## config.mk

```make
export PLATFORM = sky130hd
export DESIGN_NAME = mem_access_stage
export DESIGN_NICKNAME = d
export VERILOG_FILES = /design/src/rtl/mips_pkg.sv /design/src/rtl/mem_req_fsm.sv /design/src/rtl/mem_access_stage.sv
export SDC_FILE = /design/constraint.sdc
export NUM_CORES = 1
export LEC_CHECK = 0
export CAP_MARGIN = 5
export CORE_MARGIN = 4
export CORE_UTILIZATION = 38
export CTS_CLUSTER_SIZE = 30
export DETAILED_ROUTE_END_ITERATION = 12
export PLACE_DENSITY = 0.84
export RECOVER_POWER = 100
export SYNTH_ARGS = -nofsm -noshare
export SYNTH_HDL_FRONTEND = slang
export SYNTH_SLANG_ARGS = --single-unit
```

## constraint.sdc

```tcl
create_clock -name clock -period 4 [get_ports clock]
set_input_delay 0.8 -clock clock [delete_from_list [all_inputs] [get_ports clock]]
set_output_delay 0.8 -clock clock [all_outputs]
set_load 0.02 [all_outputs]
```

## src/rtl/mips_pkg.sv

```systemverilog
// Shared MIPS pipeline definitions: memory opcodes, control byte layout and
// the MEM-stage request FSM state type.
package mips_pkg;

   // Opcodes that go through the data-memory port.
   localparam logic [5:0] OP_LW = 6'b100011;
   localparam logic [5:0] OP_SW = 6'b101011;

   // Bit of the EX control byte that enables the register-file write.
   localparam int CTRL_REGWRITE = 7;

   // Request FSM: IDLE accepts instructions, ACCESS waits for the memory.
   typedef enum logic {
      IDLE   = 1'b0,
      ACCESS = 1'b1
   } state_t;

   // True for the opcodes that need a data-memory access.
   function automatic logic is_mem_op(input logic [5:0] opcode);
      return (opcode == OP_LW) || (opcode == OP_SW);
   endfunction

endpackage

```

## src/rtl/mem_req_fsm.sv

```systemverilog
// Request sequencer for the MEM stage: holds the IDLE/ACCESS state and the
// timeout counter, decodes mem_req/stall from the state register and flags
// how an access finished (acknowledged or timed out).
module mem_req_fsm
   import mips_pkg::*;
#(
   parameter int TIMEOUT = 16,
   parameter int CNT_W   = 5
) (
   input  logic   clock,
   input  logic   reset,
   input  logic   start,        // aligned lw/sw accepted this cycle
   input  logic   mem_ack,
   output state_t state,
   output logic   stall,
   output logic   mem_req,
   output logic   done_ack,     // access completes on this edge by ack
   output logic   done_timeout  // access completes on this edge by timeout
);

   // Last ACCESS cycle index before the access is declared a bus error.
   localparam logic [CNT_W-1:0] CNT_LAST = CNT_W'(TIMEOUT - 1);

   state_t           next_state;
   logic [CNT_W-1:0] cnt;
   logic [CNT_W-1:0] cnt_next;

   // State and timeout counter registers; reset abandons any access at once.
   always_ff @(posedge clock or posedge reset) begin
      if (reset) begin
         state <= IDLE;
         cnt   <= '0;
      end else begin
         // NOTE: non-blocking (<=) so every flop samples pre-edge values and
         // the order of statements inside the block cannot change behaviour.
         state <= next_state;
         cnt   <= cnt_next;
      end
   end

   // Next-state, counter update and completion flags.
   always_comb begin
      // NOTE: every output gets a default first, so no path leaves a signal
      // unassigned and no latch is inferred.
      next_state   = state;
      cnt_next     = cnt;
      done_ack     = 1'b0;
      done_timeout = 1'b0;
      case (state)
         IDLE: begin
            if (start) begin
               next_state = ACCESS;
               cnt_next   = '0;
            end
         end
         ACCESS: begin
            // An ack on the final cycle still wins over the timeout.
            if (mem_ack) begin
               done_ack   = 1'b1;
               next_state = IDLE;
               cnt_next   = '0;
            end else if (cnt == CNT_LAST) begin
               done_timeout = 1'b1;
               next_state   = IDLE;
               cnt_next     = '0;
            end else begin
               cnt_next = cnt + CNT_W'(1);
            end
         end
         default: begin
            next_state = IDLE;
            cnt_next   = '0;
         end
      endcase
   end

   // Request and upstream stall are both a pure decode of the state register.
   assign mem_req = (state == ACCESS);
   assign stall   = (state == ACCESS);

endmodule

```

## src/rtl/mem_access_stage.sv

```systemverilog
// MEM pipeline stage: passes ALU results to writeback with one cycle of
// latency and performs lw/sw over a req/ack data-memory port, stalling the
// upstream stage while an access is outstanding.
module mem_access_stage
   import mips_pkg::*;
#(
   parameter int TIMEOUT = 16,
   parameter int CNT_W   = 5
) (
   input  logic        clock,
   input  logic        reset,
   input  logic        in_valid,
   input  logic [31:0] in_d1,
   input  logic [31:0] in_d2,
   input  logic [7:0]  in_control,
   input  logic [5:0]  in_opcode,
   input  logic [4:0]  in_dest,
   output logic        stall,
   output logic        mem_req,
   output logic        mem_we,
   output logic [31:0] mem_addr,
   output logic [31:0] mem_wdata,
   input  logic [31:0] mem_rdata,
   input  logic        mem_ack,
   output logic        wb_valid,
   output logic [31:0] wb_data,
   output logic [4:0]  wb_dest,
   output logic        wb_reg_write,
   output logic        align_err,
   output logic        bus_err
);

   state_t     state;
   logic       accept;
   logic       is_mem;
   logic       aligned;
   logic       start;
   logic       done_ack;
   logic       done_timeout;
   logic [4:0] cap_dest;
   logic       cap_reg_write;
   logic       unused_ctrl;

   // Only the register-write bit of the control byte matters here.
   assign unused_ctrl = ^in_control[6:0];

   // Instructions are accepted only in IDLE; in_* are ignored during ACCESS.
   assign accept  = (state == IDLE) && in_valid;
   assign is_mem  = is_mem_op(in_opcode);
   assign aligned = (in_d1[1:0] == 2'b00);
   assign start   = accept && is_mem && aligned;

   mem_req_fsm #(
      .TIMEOUT (TIMEOUT),
      .CNT_W   (CNT_W)
   ) u_fsm (
      .clock        (clock),
      .reset        (reset),
      .start        (start),
      .mem_ack      (mem_ack),
      .state        (state),
      .stall        (stall),
      .mem_req      (mem_req),
      .done_ack     (done_ack),
      .done_timeout (done_timeout)
   );

   // Capture the access at issue; these hold steady for the whole ACCESS interval.
   always_ff @(posedge clock or posedge reset) begin
      // NOTE: these datapath registers are reset because the memory port must
      // read all-zero from reset; no storage array is involved.
      if (reset) begin
         mem_addr      <= '0;
         mem_wdata     <= '0;
         mem_we        <= 1'b0;
         cap_dest      <= '0;
         cap_reg_write <= 1'b0;
      end else if (start) begin
         mem_addr      <= in_d1;
         mem_wdata     <= in_d2;
         mem_we        <= (in_opcode == OP_SW);
         cap_dest      <= in_dest;
         cap_reg_write <= in_control[CTRL_REGWRITE];
      end
   end

   // MEM/WB register: pulses clear every cycle, payload holds unless a result lands.
   always_ff @(posedge clock or posedge reset) begin
      if (reset) begin
         wb_valid     <= 1'b0;
         wb_data      <= '0;
         wb_dest      <= '0;
         wb_reg_write <= 1'b0;
         align_err    <= 1'b0;
         bus_err      <= 1'b0;
      end else begin
         wb_valid  <= 1'b0;
         align_err <= 1'b0;
         bus_err   <= 1'b0;
         if (accept && !is_mem) begin
            wb_valid     <= 1'b1;
            wb_data      <= in_d2;
            wb_dest      <= in_dest;
            wb_reg_write <= in_control[CTRL_REGWRITE];
         end else if (accept && !aligned) begin
            // Misaligned lw/sw never reaches the bus; report and drop it.
            wb_valid     <= 1'b1;
            align_err    <= 1'b1;
            wb_data      <= '0;
            wb_dest      <= in_dest;
            wb_reg_write <= 1'b0;
         end else if (done_ack) begin
            wb_valid     <= 1'b1;
            wb_dest      <= cap_dest;
            wb_data      <= mem_we ? 32'h0 : mem_rdata;
            wb_reg_write <= mem_we ? 1'b0 : cap_reg_write;
         end else if (done_timeout) begin
            wb_valid     <= 1'b1;
            bus_err      <= 1'b1;
            wb_dest      <= cap_dest;
            wb_data      <= '0;
            wb_reg_write <= 1'b0;
         end
      end
   end

endmodule

```

==> metrics.sh <==
FIRST_GLOBAL_VIAS=4434
TIMING.FMAX_MHz=334
MIN_PERIOD_NS=3.00
VIAS=3862
CTS-ROOT-BUF='sky130_fd_sc_hd__clkbuf_16'
SYNTHESIS.YOSYS.WARNINGS=0
WORST_HOLD_PATH_TYPE='reg2reg'
POSTSYNTHCELLCOUNT=370
FINALNETCOUNT=708
POSTSYNTH.ASYNCRESETSHARE_PCT=100
MAX_CAP_VIOL_COUNT=1
GRT_SETUP_UNREPAIRED='no'
DIE_AREA_UM2=15400
GRT_MAX_DEGREE=66
ANTENNA_FOUND_INITIAL=0
TOTAL_CLOCK_BUFFERS_CREATED_BY_CTS=17
FP.DIEH_UM=124
LAYOUT_WORST_PATH_CYCLE_SHARE_PCT=74.9
VIOLATED_CHECKS='capacitance limit, slew limit'
FF_LATCH_COUNT_SYNTH=118
TOTALNEGATIVESETUPSLACK_NS=0
COMMONEST_CELLS_AFTER_ROUTING_FILL_AND_TAPS_ASIDE='sky130_fd_sc_hd__dfrtp_1 (118), sky130_fd_sc_hd__dlygate4sd3_1 (111), sky130_fd_sc_hd__clkdlybuf4s50_1 (108), sky130_fd_sc_hd__mux2_1 (63), sky130_fd_sc_hd__a21oi_1 (38)'
CP_MAX_FO=33
LAYOUT.CELLS.MOST_COMMON='sky130_fd_sc_hd__dfrtp_1'
FINAL_CELL_COUNT_NO_FILL=777
HTREE_NUM_LEVELS=4
CELLLEAKAGEPOWER_nW=3.69
TIMING_MAX_TRANSITION_VIOLATIONS_FINAL=34
SYNTHFLOPTYPE='sky130_fd_sc_hd__dfrtp_1'
ROUTE.DETAILED.DRC=0
IRDROPWORSTVDD_mV=0.235
GRT_OVERFLOW=0
ROWS=42
POST-CTS-SETUP-BUFFER-COUNT=0
MAX_SLEW.WORST_PIN.SLEW_NS=1.70
DESIGN.PORTCOUNT=227
INITIAL_CORE_UTIL_PCT=38.7
WORSTPATHARRIVAL_NS=3.32
SETUP_VIOL_COUNT_FINAL=0
PLACEABLE_CORE_REGION_UM2=13200
HOLD_SLACK_NS=0.484
CLOCK_SKEW_NS=0.00726
GRT_PASS1_WL_UM=22400
DIE_WIDTH_UM=124
HPWLAFTERDP_UM=10200
LAYOUT-DRIVE-GT1-SHARE_PCT=7.82
N_ANTENNA_CELL=0
ROUTE.DETAILED.VIAS_PER_INST=4.97
TIMING_HOLD_VIOLATIONS_FINAL=0
RUN_STATUS='complete, but fails checks'
FLOW.AREA_GROWTH_FROM_SYNTHESIS_PCT=51.6
DPL.CELL_COUNT=745
CTS_TREE='built'
END_KIND='register'
SYNTH_ENABLE_FLOP_CELLS=0
PORTBUFS=219
SYNTH_CELL_AREA_UM2=5110
WORSTSKEWPAIRLATENCY_NS=0.41
CTS.REPORTEDPATHS.CLKPINSLEW_NS=0.05
DR_WL_CELL_UM=18.5
FILLER_CELL_COUNT=1120
MAXSLEWHEADROOM_PCT=-13.5
STARTPOINT_TYPE='input pin'
SYN_AVG_CELL_AREA_UM2=13.8
POST_CTS_HOLD_BUFFER_COUNT=0
CTS.REPAIR.RESIZED=0
MAXIMUM_BUFFER_DEPTH_OF_THE_CLOCK_TREE=2
YOSYS.CELL_TYPES.COUNT=34
FIRST_PASS_ITERATION_COUNT_OF_THE_DETAILED_ROUTER=4
WORST_PATH_CLASS_SETUP='in2reg'
SYNTH.NET_COUNT=490
POWER.DENSITY_CELL_AREA_nW_PER_UM2=447
ANT_NETS=0
CLOCK_SINK_COUNT=118
GR-USAGE-ALL-LAYERS_PCT=19.2
DETAIL_ROUTE.ITER0.VIOLATIONS=155
GP_CONGESTION=0.794
FINALWIRELENGTH_UM=14400
SEQUENTIAL_FRACTION_OF_THE_SYNTHESIS_AREA_PCT=57.8
WORSTPATHREQUIRED_NS=4.32
UTILIZATION_PCT=58.7
[cells by family (layout without fill, tap and decap cells)]
group           Yosys count  count (layout)  share of synthesized area, %
flops                   118             118                          57.8
mux                      74              74                          21.0
fa+ha+maj                 1               1                         0.245
compound gates           81              81                          10.2
simple gates             67              67                          6.61
buf+inv                  29             260                          4.16
[critical path, cell delays in order]
cell and delay [ns]:
sky130_fd_sc_hd__dlygate4sd3_1 0.54, sky130_fd_sc_hd__and2b_1 0.24, sky130_fd_sc_hd__a21oi_2 1.25, sky130_fd_sc_hd__a22oi_1 0.25, sky130_fd_sc_hd__a21oi_1 0.24
[layout make-up]
cell class / instances / area [µm²] / area share, %
clock buffers: 24 / 492 / 6.35
clock inverters: 8 / 120 / 1.55
inverters: 2 / 10.0 / 0.129
multi-input cells: 223 / 1720 / 22.2
flip-flops and latches: 118 / 2950 / 38.1
well taps: 176 / 220 / 2.84
repair buffers: 226 / 2230 / 28.8
[layer usage]
layer / routed length, µm / global-route usage [%] / vias to the layer above
li1: - / - / 1780
met1: 5290 / 20.9 / 1897
met2: 7660 / 34.2 / 155
met3: 1160 / 6.49 / 30
met4: 291 / 8.01 / 0
met5: 0 / 0 / -
[synth_stat cells, drive strengths merged (2+ instances only)]
master    n  share of area (%)
a21oi    39                3.9
mux2i     5               0.98
mux2     69                 20
and2      2               0.24
a22oi    33                4.8
nand2     7               0.51
nor3     34                3.3
buf      26                3.9
nand3     2               0.20
nor2     11               0.81
nor2b     4               0.49
nand2b    2               0.24
dfrtp   118                 58
a31oi     2               0.37
inv       2               0.15
[path summary, 6_finish.rpt]
path | from | end | slack (ns) | cells past startpoint
max | in_opcode[5] | wb_data[9]$_DFFE_PP0P_ | 1.00 | 5
min | mem_wdata[22]$_DFFE_PP0P_ | mem_wdata[22]$_DFFE_PP0P_ | 0.48 | 1
max reg2reg | u_fsm.mem_req$_DFF_PP0_ | wb_data[9]$_DFFE_PP0P_ | 1.44 | 4
min reg2reg | mem_wdata[22]$_DFFE_PP0P_ | mem_wdata[22]$_DFFE_PP0P_ | 0.48 | 1
max in group asynchronous | reset | wb_data[31]$_DFFE_PP0P_ | 1.16 | 3
min in group asynchronous | reset | mem_addr[21]$_DFFE_PP0P_ | 1.04 | 2
[sequential cells by signal, summed over array words and instances (netlist names), 5 cells and up]
register   flops
mem_addr      32
mem_wdata     32
wb_data       32
cap_dest       5
u_fsm.cnt      5
wb_dest        5
[power by group]
group | leakage (nW) | switching (mW) | total (mW) | internal (mW)
logic | 1.86 | 0.276 | 0.556 | 0.280
clock network | 0.296 | 0.515 | 1.56 | 1.04
registers | 1.54 | 0.0531 | 1.35 | 1.29
[through the flow]
step	instance area (µm²)	worst slack, ns	power [mW]
after global routing	7750	0.734	3.60
after CTS	8030	1.56	3.59
final	7750	1.00	3.46
after global placement	7420	1.18	1.99
after detailed placement	7420	1.13	2.01
after floorplan	5110	0.0709	1.65
Note: power is estimated with default switching activity, not from simulation.
